`config.mk`:
```
export PLATFORM = sky130hd
export DESIGN_NAME = scope_ctrl
export DESIGN_NICKNAME = d
export VERILOG_FILES = /design/src/rtl/scope_ctrl.sv
export SDC_FILE = /design/constraint.sdc
export NUM_CORES = 2
export LEC_CHECK = 0
export CAP_MARGIN = 5
export CORE_AREA = 2 2 742 744
export CTS_CLUSTER_DIAMETER = 100
export CTS_CLUSTER_SIZE = 30
export DETAILED_ROUTE_END_ITERATION = 10
export DIE_AREA = 0 0 744 746
export GPL_TIMING_DRIVEN = 0
export PLACE_DENSITY = 0.42
export RECOVER_POWER = 25
export SLEW_MARGIN = 10
export SYNTH_ARGS = -nofsm -noshare
export SYNTH_HDL_FRONTEND = slang
export SYNTH_SLANG_ARGS = --single-unit
export TNS_END_PERCENT = 10
```
`constraint.sdc`:
```
create_clock -name I_clk_pixel -period 5.9 [get_ports I_clk_pixel]
set_input_delay 0.885 -clock I_clk_pixel [delete_from_list [all_inputs] [get_ports I_clk_pixel]]
set_output_delay 0.885 -clock I_clk_pixel [all_outputs]
set_load 0.05 [all_outputs]
```
`src/rtl/scope_ctrl.sv`:
```
// scope_ctrl: triggered audio oscilloscope overlay.
//   Captures 256 signed 8-bit points (sample[15:8]) into a write buffer after a
//   rising zero crossing or a free-run timeout, then swaps that buffer into the
//   display side at the next frame start. The display side renders a
//   continuous green trace, a grey centre axis and black background with
//   2 cycles of latency from pixX/pixY to rgb.
// Ports:
//   I_clk_pixel        pixel clock, all logic on its rising edge
//   I_reset            synchronous active-high reset
//   pixX / pixY        current pixel coordinate
//   screenWidth/Height active area size
//   sample, sample_valid  signed audio sample and its one-cycle strobe
//   rgb                registered pixel colour {R,G,B}
//   capturing          high while the capture FSM is in CAPTURE
//   swapped            one-cycle pulse when write/display buffers swap
module scope_ctrl #(
  parameter int VIDEO_X_BITWIDTH = 12,
  parameter int VIDEO_Y_BITWIDTH = 12,
  parameter int XSHIFT           = 2,
  parameter int TRIG_TIMEOUT     = 1024
) (
  input  logic                        I_clk_pixel,
  input  logic                        I_reset,
  input  logic [VIDEO_X_BITWIDTH-1:0] pixX,
  input  logic [VIDEO_Y_BITWIDTH-1:0] pixY,
  input  logic [VIDEO_X_BITWIDTH-1:0] screenWidth,
  input  logic [VIDEO_Y_BITWIDTH-1:0] screenHeight,
  input  logic [15:0]                 sample,
  input  logic                        sample_valid,
  output logic [23:0]                 rgb,
  output logic                        capturing,
  output logic                        swapped
);

  localparam int XW = VIDEO_X_BITWIDTH;
  localparam int YW = VIDEO_Y_BITWIDTH;
  localparam int SW = YW + 1;
  localparam int TW = $clog2(TRIG_TIMEOUT + 1);

  localparam logic [23:0] COL_TRACE = 24'h00FF00;
  localparam logic [23:0] COL_AXIS  = 24'h404040;
  localparam logic [23:0] COL_BG    = 24'h000000;

  typedef enum logic [1:0] {ARMED, CAPTURE, FULL} state_e;

  // ---------------------------------------------------------------------------
  // Capture side
  // ---------------------------------------------------------------------------
  state_e        state_q, state_d;
  logic [7:0]    wr_idx_q, wr_idx_d;
  logic [TW-1:0] tmo_q, tmo_d;
  logic          prev_neg_q, prev_neg_d;
  logic          rd_sel_q, rd_sel_d;
  logic          swapped_q, swapped_d;

  logic          frame_start;
  logic          cur_neg;
  logic          crossing;
  logic          timeout;
  logic          trigger;
  logic          wr_en;
  logic          do_swap;
  logic [7:0]    wr_addr;

  logic [7:0]    buf0_mem [256];
  logic [7:0]    buf1_mem [256];

  always_comb begin
    frame_start = (pixX == '0) && (pixY == '0);
    cur_neg     = $signed(sample) < 16'sd0;
    crossing    = prev_neg_q && !cur_neg;
    timeout     = tmo_q == TW'(TRIG_TIMEOUT - 1);
    trigger     = sample_valid && (crossing || timeout);
  end

  // State register
  always_ff @(posedge I_clk_pixel) begin
    if (I_reset) state_q <= ARMED;
    else         state_q <= state_d;
  end

  // Next-state logic
  always_comb begin
    state_d = state_q;
    case (state_q)
      ARMED:   if (trigger) state_d = CAPTURE;
      CAPTURE: if (sample_valid && (wr_idx_q == 8'hFF)) state_d = FULL;
      FULL:    if (frame_start) state_d = ARMED;
      default: state_d = ARMED;
    endcase
  end

  // FSM outputs
  always_comb begin
    wr_en     = 1'b0;
    do_swap   = 1'b0;
    capturing = 1'b0;
    case (state_q)
      ARMED:   wr_en = trigger;
      CAPTURE: begin
        wr_en     = sample_valid;
        capturing = 1'b1;
      end
      FULL:    do_swap = frame_start;
      default: ;
    endcase
  end

  // The triggering sample always lands at index 0, so ARMED writes address 0
  // and the index register is preloaded with 1 for the next CAPTURE write.
  always_comb begin
    wr_addr    = (state_q == ARMED) ? 8'd0 : wr_idx_q;
    wr_idx_d   = wr_idx_q;
    tmo_d      = tmo_q;
    prev_neg_d = prev_neg_q;
    rd_sel_d   = rd_sel_q;
    swapped_d  = do_swap;
    if (wr_en) wr_idx_d = wr_addr + 8'd1;
    if ((state_q == ARMED) && sample_valid) begin
      tmo_d = trigger ? '0 : tmo_q + TW'(1);
    end
    if (do_swap) begin
      rd_sel_d = ~rd_sel_q;
      tmo_d    = '0;
    end
    if (sample_valid && (state_q != FULL)) prev_neg_d = cur_neg;
  end

  always_ff @(posedge I_clk_pixel) begin
    if (I_reset) begin
      wr_idx_q   <= '0;
      tmo_q      <= '0;
      prev_neg_q <= 1'b0;
      rd_sel_q   <= 1'b0;
      swapped_q  <= 1'b0;
    end else begin
      wr_idx_q   <= wr_idx_d;
      tmo_q      <= tmo_d;
      prev_neg_q <= prev_neg_d;
      rd_sel_q   <= rd_sel_d;
      swapped_q  <= swapped_d;
    end
  end

  assign swapped = swapped_q;

  // The write buffer is always the one not being displayed. Writes and swaps
  // never coincide (writes only in ARMED/CAPTURE, swaps only in FULL).
  always_ff @(posedge I_clk_pixel) begin
    if (wr_en && !I_reset) begin
      if (rd_sel_q) buf0_mem[wr_addr] <= sample[15:8];
      else          buf1_mem[wr_addr] <= sample[15:8];
    end
  end

  // ---------------------------------------------------------------------------
  // Display side, stage 0: column decode and synchronous buffer read
  // ---------------------------------------------------------------------------
  logic [XW-1:0] col;
  logic [7:0]    rd_addr;
  logic [7:0]    rd_data_q, rd_data_d;
  logic          trace_en;
  logic          width_en;

  logic [YW-1:0] y_p1_q;
  logic [XW-1:0] col_p1_q;
  logic          trace_en_p1_q;
  logic          width_en_p1_q;

  always_comb begin
    col      = pixX >> XSHIFT;
    rd_addr  = col[7:0];
    width_en = pixX < screenWidth;
    trace_en = width_en && (col < XW'(256));
    // rd_sel_d rather than rd_sel_q so the frame-start pixel itself already
    // reads from the newly swapped buffer.
    rd_data_d = rd_sel_d ? buf1_mem[rd_addr] : buf0_mem[rd_addr];
  end

  always_ff @(posedge I_clk_pixel) begin
    rd_data_q <= rd_data_d;
  end

  always_ff @(posedge I_clk_pixel) begin
    if (I_reset) begin
      y_p1_q        <= '0;
      col_p1_q      <= '0;
      trace_en_p1_q <= 1'b0;
      width_en_p1_q <= 1'b0;
    end else begin
      y_p1_q        <= pixY;
      col_p1_q      <= col;
      trace_en_p1_q <= trace_en;
      width_en_p1_q <= width_en;
    end
  end

  // ---------------------------------------------------------------------------
  // Display side, stage 1: trace row, line fill, colour select
  // ---------------------------------------------------------------------------
  logic signed [SW-1:0] half_s, v_ext, t_now, y_s;
  logic signed [SW-1:0] t_left, t_lo, t_hi;
  logic signed [SW-1:0] t_hold_q, t_hold_d, t_prev_q, t_prev_d;
  logic [XW-1:0]        col_hold_q, col_hold_d;
  logic                 col_chg;
  logic                 hit;
  logic                 lit;
  logic                 axis;
  logic [23:0]          rgb_q, rgb_d;

  // t_hold is the current column's trace row, t_prev the previous column's.
  // On the first pixel of a new column the registers have not shifted yet,
  // so the left neighbour is still sitting in t_hold.
  always_comb begin
    half_s     = SW'(screenHeight >> 1);
    v_ext      = {{(SW-8){rd_data_q[7]}}, rd_data_q};
    t_now      = half_s - v_ext;
    y_s        = SW'(y_p1_q);
    col_chg    = col_p1_q != col_hold_q;
    t_left     = col_chg ? t_hold_q : t_prev_q;
    t_lo       = (t_left < t_now) ? t_left : t_now;
    t_hi       = (t_left < t_now) ? t_now : t_left;
    col_hold_d = col_hold_q;
    t_hold_d   = t_hold_q;
    t_prev_d   = t_prev_q;
    if (col_chg) begin
      col_hold_d = col_p1_q;
      t_hold_d   = t_now;
      t_prev_d   = t_hold_q;
    end
    if (col_p1_q == '0) hit = (y_s == t_now);
    else                hit = (y_s >= t_lo) && (y_s <= t_hi);
    lit  = trace_en_p1_q && hit;
    // The axis spans the whole active width, including columns past the
    // 256-point trace.
    axis = width_en_p1_q && (y_p1_q == (screenHeight >> 1));
    if (lit)       rgb_d = COL_TRACE;
    else if (axis) rgb_d = COL_AXIS;
    else           rgb_d = COL_BG;
  end

  always_ff @(posedge I_clk_pixel) begin
    if (I_reset) begin
      col_hold_q <= '0;
      t_hold_q   <= '0;
      t_prev_q   <= '0;
      rgb_q      <= '0;
    end else begin
      col_hold_q <= col_hold_d;
      t_hold_q   <= t_hold_d;
      t_prev_q   <= t_prev_d;
      rgb_q      <= rgb_d;
    end
  end

  assign rgb = rgb_q;

endmodule

```
==> qor.yml <==
drive_gt1_frac: 0.288
power_frac_seq: 0.607
end_kind: "flip-flop"
whs_ps: 313
layout.cells.most_common: "edfxtp_1"
peakVddDrop_v: 0.000229
crit_top_cell: "mux4_2"
synth_cells: 7183
utilization: 0.333
synth_edf_count: 4096
antenna_found_initial: 70
postRouteWirelength_mm: 604
clkLatencyLatePin_ps: 990
yosysTopAreaCell: "edfxtp_1"
sw_frac_of_total: 0.245
power.switching_mw: 13.2
synth_area_leaders: "edfxtp_1, mux4_2, nor2_1, dfxtp_1, clkbuf_1"
grt_overflow: 0
ant_nets: 0
crit_start: "pixX[3]"
clkPwrFrac: 0.292
clk_pin_slew_ps: 110
rows: 272
drt-vias-per-instance: 5.38
hold_class: "input pin to flip-flop"
die_y_um: 746
gp_congestion: 0.839
final_cell_mix: "edfxtp_1, mux4_2, nor2_1"
drt_iter0_markers: 11100
grt_pass1_vias: 79800
cts-htree-levels: 4
cts_buffer_depth: 4
hold_viol: 0
synthesis.area_um2: 164000
cpPeakStageDelay_ps: 970
fin_area_um2: 182000
area_growth_syn_to_layout_pct: 11.4
dp_slack_ps: -1600
tightest_slew_ps: 6130
cap_violations: 18
cp_cell_sequence: "clkdlybuf4s50_1, buf_2, clkbuf_1, buf_1, mux4_2, mux4_2, mux4_2, mux2_2, o22ai_1, a31oi_1"
r2r_setup_slack_ps: 50
dr.pass1.iters: 6
synthFlopType: "edfxtp_1"
fin_skew_ps: 99.9
power.total_mw: 54.0
io_pins: 93
crit_family: "buffers and inverters"
grt_usage: 0.213
drc_errors: 0
yosys_warnings: 0
slew-limit-headroom: -3.09
placed_cell_area_um2: 177000
cts_root_buf: "clkbuf_16"
violations: "max-capacitance violations, max-slew violations, negative setup slack"
cp_slowest_cell: "buf_1"
criticalPathCategory: "input pin to flip-flop"
worstPathArrival_ps: 6770
hold_buffers: 0
vias: 80500
cts_buffers: 175
cellLeakagePower_nw: 54.3
tritoncts: "built"
grt_max_degree: 149
crit_end: "rd_data_q[7]"
fin_nets: 7733
hpwl_mm: 422
ys_seq_area_frac: 0.763
fin_crit_ps: 6060
path_max_fanout: 10
syn_area_per_cell_um2: 22.8
ff2ff_path_depth: 11
fillerInstances: 51200
final-setup-viol-count: 66
synth-async-reset-ratio: 0
synth_top_area_share: 0.751
comb_power_share: 0.101
power.density_nw_per_um2: 296
crit_cells: 10
clock_sinks: 4191
start_util: 0.299
slew_viol_final: 1892
wire_per_inst_um: 40.3
required_ps: 6610
start_kind: "input pin"
rr_startpoint: "tmo_q[0]"
finalCritPeriodShare: 1.03
die-area_um2: 555000
timing.rr.end: "buf0_mem[156][6]"
status: "finished, violations left"
internal-power_mw: 40.8
synth-seq-cells: 4191
fmax_mhz: 165
portBuffers: 69
synth.distinct_cells: 67
path_buf_inv: 4
grt_first_pass_wirelength_mm: 786
die_w_um: 744
worst_slack_ps: -160
rsz0062_at_grt: "yes"
core_area_um2: 547000
Yosys cell counts (28+ instances only):
library cell  instances
a21oi_1              42
buf_1                54
buf_2                99
buf_4                45
clkbuf_1            215
dfxtp_1              95
edfxtp_1           4096
ha_1                 61
inv_1                40
mux2i_1              32
mux4_2             1343
nand2_1              98
nand3_1              48
nor2_1              573
nor2b_1              55
xnor2_1              28
worst min-delay path by stage:
stage	end	start	slack [ps]	cells after the start
finish	buf1_mem[202][2]	sample[10]	310	1
global placement	t_hold_q[5]	t_hold_q[5]	450	2
detailed placement	t_hold_q[5]	t_hold_q[5]	450	2
global route	buf1_mem[201][2]	sample[10]	320	1
CTS	buf1_mem[202][2]	sample[10]	70	1
floorplan	t_hold_q[1]	t_hold_q[1]	430	2
metrics by stage:
stage / instances / setup TNS (ps)
finish: 15000 / -4360
global route: 15000 / -17670
CTS: 14900 / -104
detailed placement: 14600 / -461050
global placement: 14500 / -
floorplan: 7196 / 0
sequential cells by signal (all words and copies together), names as in the netlist, 2 cells and up:
name and count:
tmo_q 11, rd_data_q 8, buf0_mem 2048, y_p1_q 12, col_hold_q 10, rgb 3, buf1_mem 2048, state_q 2
wr_idx_q 8, t_prev_q 13, col_p1_q 10, t_hold_q 13
layout make-up:
type	instances	area, um^2	share of cell area
Tap cell	7261	9080	0.0498
Clock inverter	66	792	0.00434
Inverter	40	153	0.000837
Multi-Input combinational cell	2536	37300	0.204
Clock buffer	195	4530	0.0248
Buffer	426	2250	0.0123
Timing Repair Buffer	234	3380	0.0185
Sequential cell	4191	125000	0.685
Antenna cell	12	30.0	0.000165
power by group through the flow:
stage	clock, mW	sequential (mW)	combinational (mW)
finish	15.8	32.8	5.45
global route	16.9	32.8	5.67
CTS	16.1	32.7	5.43
detailed placement	0	33.4	5.06
global placement	0	34.2	4.85
floorplan	0	33.4	2.41
what timing repair did:
item | CTS | global route
endpoints found under the setup margin | 22 | 270
pin swaps | 32 | 8
gates cloned | 1 | 0
buffers inserted | 44 | 13
gates resized for setup | 45 | 53
metal layers:
metal / vias up / routed length [um] / global-route usage
met1: 45800 / 254000 / 0.293
met3: 521 / 40900 / 0.0357
li1: 30900 / - / -
met5: - / 224 / 0.00242
met2: 3300 / 289000 / 0.349
met4: 10 / 20100 / 0.0601
kinds of logic after synthesis:
| logic type | after synthesis | synth area share |
|---|---|---|
| AOI/OAI and AO/OA | 159 | 0.00640 |
| xor gates and xnor gates | 50 | 0.00280 |
| adders and majority gates | 63 | 0.00484 |
| buffers and inverters | 469 | 0.0133 |
| DFF | 4191 | 0.763 |
| muxes | 1392 | 0.188 |
| other | 1 | 0.0000229 |
| and+or+nand+nor | 858 | 0.0222 |
Note: power is estimated with default switching activity, not from simulation.
